===== src/rtl/rr_grant_arbiter.sv =====
// Registered round-robin grant arbiter with a locked one-hot grant held until release.
// RR_GRANT_ARBITER_ROTATE_EN selects rotating priority; when undefined, the arbiter uses fixed lowest-index priority.
module rr_grant_arbiter #(
  parameter int unsigned WIDTH = 4
) (
  input  logic             clk_i,
  input  logic             reset_i,
  input  logic [WIDTH-1:0] req_i,
  input  logic             release_i,
  output logic [WIDTH-1:0] grant_o,
  output logic             busy_o,
  output logic [WIDTH-1:0] last_o
);

  typedef enum logic {
    IDLE = 1'b0,
    BUSY = 1'b1
  } state_e;

  state_e           state_q, state_d;
  logic [WIDTH-1:0] grant_q, grant_d;
  logic [WIDTH-1:0] last_q, last_d;
  logic [WIDTH-1:0] pick;

  // Isolates the lowest set bit with the two's-complement trick.
  function automatic logic [WIDTH-1:0] first_set(input logic [WIDTH-1:0] v);
    return v & (~v + WIDTH'(1));
  endfunction

`ifdef RR_GRANT_ARBITER_ROTATE_EN
  logic [WIDTH-1:0] last_shl;
  logic [WIDTH-1:0] hi_mask;
  logic [WIDTH-1:0] hi_req;

  // When last is the top bit, the shift truncates to 0, the mask becomes all ones, and the search wraps to index 0.
  assign last_shl = last_q << 1;
  assign hi_mask  = (last_shl - WIDTH'(1)) | last_q;
  assign hi_req   = req_i & ~hi_mask;
  assign pick     = (hi_req != '0) ? first_set(hi_req) : first_set(req_i);
`else
  assign pick = first_set(req_i);
`endif

  always_comb begin
    state_d = state_q;
    grant_d = grant_q;
    last_d  = last_q;
    case (state_q)
      IDLE: begin
        if (req_i != '0) begin
          grant_d = pick;
          state_d = BUSY;
        end
      end
      BUSY: begin
        if (release_i) begin
          grant_d = '0;
          last_d  = grant_q;
          state_d = IDLE;
        end
      end
      default: begin
        grant_d = '0;
        state_d = IDLE;
      end
    endcase
  end

  always_ff @(posedge clk_i) begin
    if (reset_i) begin
      state_q <= IDLE;
      grant_q <= '0;
      last_q  <= {1'b1, {(WIDTH-1){1'b0}}};
    end else begin
      state_q <= state_d;
      grant_q <= grant_d;
      last_q  <= last_d;
    end
  end

  assign grant_o = grant_q;
  assign busy_o  = (state_q == BUSY);
  assign last_o  = last_q;

endmodule


===== config.mk =====
export PLATFORM = sky130hd
export DESIGN_NAME = rr_grant_arbiter
export DESIGN_NICKNAME = d
export VERILOG_FILES = /design/src/rtl/rr_grant_arbiter.sv
export SDC_FILE = /design/constraint.sdc
export NUM_CORES = 1
export LEC_CHECK = 0
export CAP_MARGIN = 20
export CORE_AREA = 5 5 42 44
export CTS_CLUSTER_SIZE = 28
export DETAILED_ROUTE_END_ITERATION = 10
export DIE_AREA = 0 0 47 49
export GPL_ROUTABILITY_DRIVEN = 0
export PLACE_DENSITY = 0.63
export SLEW_MARGIN = 30
export SYNTH_ARGS = -nofsm -noshare
export SYNTH_HDL_FRONTEND = slang
export SYNTH_SLANG_ARGS = --single-unit
export TNS_END_PERCENT = 1

===== constraint.sdc =====
create_clock -name clk_i -period 1.2 [get_ports clk_i]
set_input_delay 0.24 -clock clk_i [delete_from_list [all_inputs] [get_ports clk_i]]
set_output_delay 0.24 -clock clk_i [all_outputs]
set_load 0.02 [all_outputs]

==> out/metrics.cfg <==
[outcome]
status = complete, no violations

[die]
dieWidth_um = 47
core.rowCount = 14
initial_core_util = 0.272
die_h_um = 49
core_sq_um = 1400
io_pins = 16
dieArea_sq_um = 2300

[power]
irDropWorstVdd_uv = 423
p_total_uw = 677
leakage_nw = 0.280
p_per_area_nw_per_um2 = 1050

[logic_synthesis]
synthAdderAreaFrac = 0
synth_common_cells = dfxtp_1 (9), a21oi_1 (8), nand2_1 (6), nand3_1 (4), nor2b_1 (3)
synth-xor-area-share = 0
synth_compound_area_frac = 0.200
netlist_area_sq_um = 382
synth_simple_gate_area_frac = 0.289
syn_area_per_cell_sq_um = 9.09
ys_ff_latch = 9
yosys_warnings = 0
synth_most_common_cell = dfxtp_1
ys.flop_type = dfxtp_1
ys_types = 16
synth_edf_count = 0
synth_area_leader_cell = dfxtp_1
synth-seq-area-share = 0.472
synthMuxAreaShare = 0
synth_area_leaders = dfxtp_1 (47%), a21oi_1 (10%), nand2_1 (5.9%), nor4_4 (5.6%), nand3_1 (5.2%)
async_flop_share = 0
netlist_instances = 42
syn-num-nets = 49
synth_top_area_frac = 0.472
synth_top_family_by_area = simple AND/OR/NAND/NOR gates

[timing]
setup_viol = 0
slew_violations = 0
whs_ps = 446
finalCritPeriodShare = 0.981
relSlewSlack = 0.834
hold_violations = 0
tightest_slew_ps = 245
post-route-min-period_ps = 1180
max_freq_mhz = 849
finalClockSkew_ps = 0.935
rsz0062_at_grt = no

[routing]
via_per_inst = 4.51
drc = 0
drtIter0Drc = 10
routed_wl_um = 933
avgRoutedWirePerCell_um = 10.7
ant_nets = 0
drt_pre_antenna_iters = 4
via_count = 392

[clock_network]
numCtsBuffers = 3
clockBufferDepth = 2
cts_sinks = 9
worstSkewPairLatency_ps = 250
cts_tree = built
hold_buffers = 0
clkTransAtPathRegs_ps = 60
clockRootBuffer = clkbuf_4
cts_setup_buffers = 0
h-tree-depth = 1

[run]
cap_violations = 0

[critical_path]
critPathLaunchType = flop
setup.worst_path.class = flop to output pin
cp_max_fo = 2
critPathMaxStageDelay_ps = 340
required_ps = 960
path_buf_inv = 1
path_cells = dlygate4sd2_1
crit_family = flip-flops
cp_slowest_cell = dfxtp_1
end_kind = output pin
cp.arrival_ps = 940

[grt]
grt_pass1_vias = 391
antenna_found_initial = 0
grt_usage = 0.0953
grt_max_degree = 12
grt_pass1_wl_um = 1620
grt-ovfl-total = 0

[cells_and_area]
drive_above_1_share = 0.254
finalNetCount = 79
area_delta_synth_final_pct = 69.5
diodes = 0

[placement]
port_buffers = 15
hpwl_um = 741

[worst_hold_path]
min_path_type = flop to flop

## cells by family after synthesis
logic type	count (synthesis)
AND/OR/NAND/NOR	18
AO/OA/AOI/OAI	13
flip-flops	9
buffers and inverters	2
## path summary, 6_finish.rpt
path / slack (ps) / endpoint / from / cells past startpoint
max reg2reg: 170 / grant_o[0] / busy_o / 4
max: 20 / grant_o[0] / grant_o[0] / 1
min: 450 / last_o[1] / last_o[1] / 2
min reg2reg: 450 / last_o[1] / last_o[1] / 2
## routing by layer
| layer | share of wire | GRT usage | vias up | wire [um] |
|---|---|---|---|---|
| met4 | 0.014 | 0.0415 | 0 | 13 |
| met3 | 0.058 | 0.0332 | 2 | 54 |
| met2 | 0.44 | 0.127 | 10 | 409 |
| li1 | - | - | 209 | - |
| met1 | 0.49 | 0.135 | 171 | 456 |
| met5 | 0 | 0 | - | 0 |
## metrics by stage
step / util / instances / setup TNS (ps) / setup slack, ps / instance area (sq um)
after CTS: 0.458 / 87 / 0 / 21.8 / 642
after detailed placement: 0.447 / 83 / -885 / -146 / 627
after floorplan: - / 42 / 0 / 94.7 / 382
final: 0.462 / 87 / 0 / 22.5 / 647
after global routing: 0.462 / 87 / 0 / 1.66 / 647
after global placement: 0.447 / 83 / -813 / -128 / 627
## final cells by class
type                    count  area, sq um
repair buffers             27          231
clock buffers               4         26.3
flip-flops and latches      9          180
well taps                  16         20.0
multi-input cells          31          189
fillers                   158          754
## cell usage in the layout (no fill, tap or decap), drive strengths merged
cell type	netlist	layout
a211o	1	1
a21oi	8	8
a221oi	1	1
and3	1	1
buf	1	12
clkbuf	1	4
clkdlybuf4s15	0	2
clkdlybuf4s50	0	6
dfxtp	9	9
dlygate4sd2	0	7
nand2	6	6
nand3	4	4
nand3b	1	1
nor2	1	1
nor2b	3	3
nor3	1	1
nor4	1	1
o21ai	2	2
o41ai	1	1
## sequential cells by signal, indices dropped and copies added (netlist names)
name     count
busy_o       1
grant_o      4
last_o       4
## power breakdown
| group | internal (mW) | switching [mW] |
|---|---|---|
| logic | 0.0667 | 0.0634 |
| registers | 0.310 | 0.00525 |
| clock network | 0.128 | 0.104 |
| total | 0.505 | 0.172 |
## repair_timing
action / CTS / global route
cloned: 0 / 0
endpoints found under the setup margin: 9 / 4
pin swaps: 0 / 0
resized for setup: 9 / 3
hold endpoints to repair: 0 / 0
No activity file was read; power rests on OpenSTA's default activity.
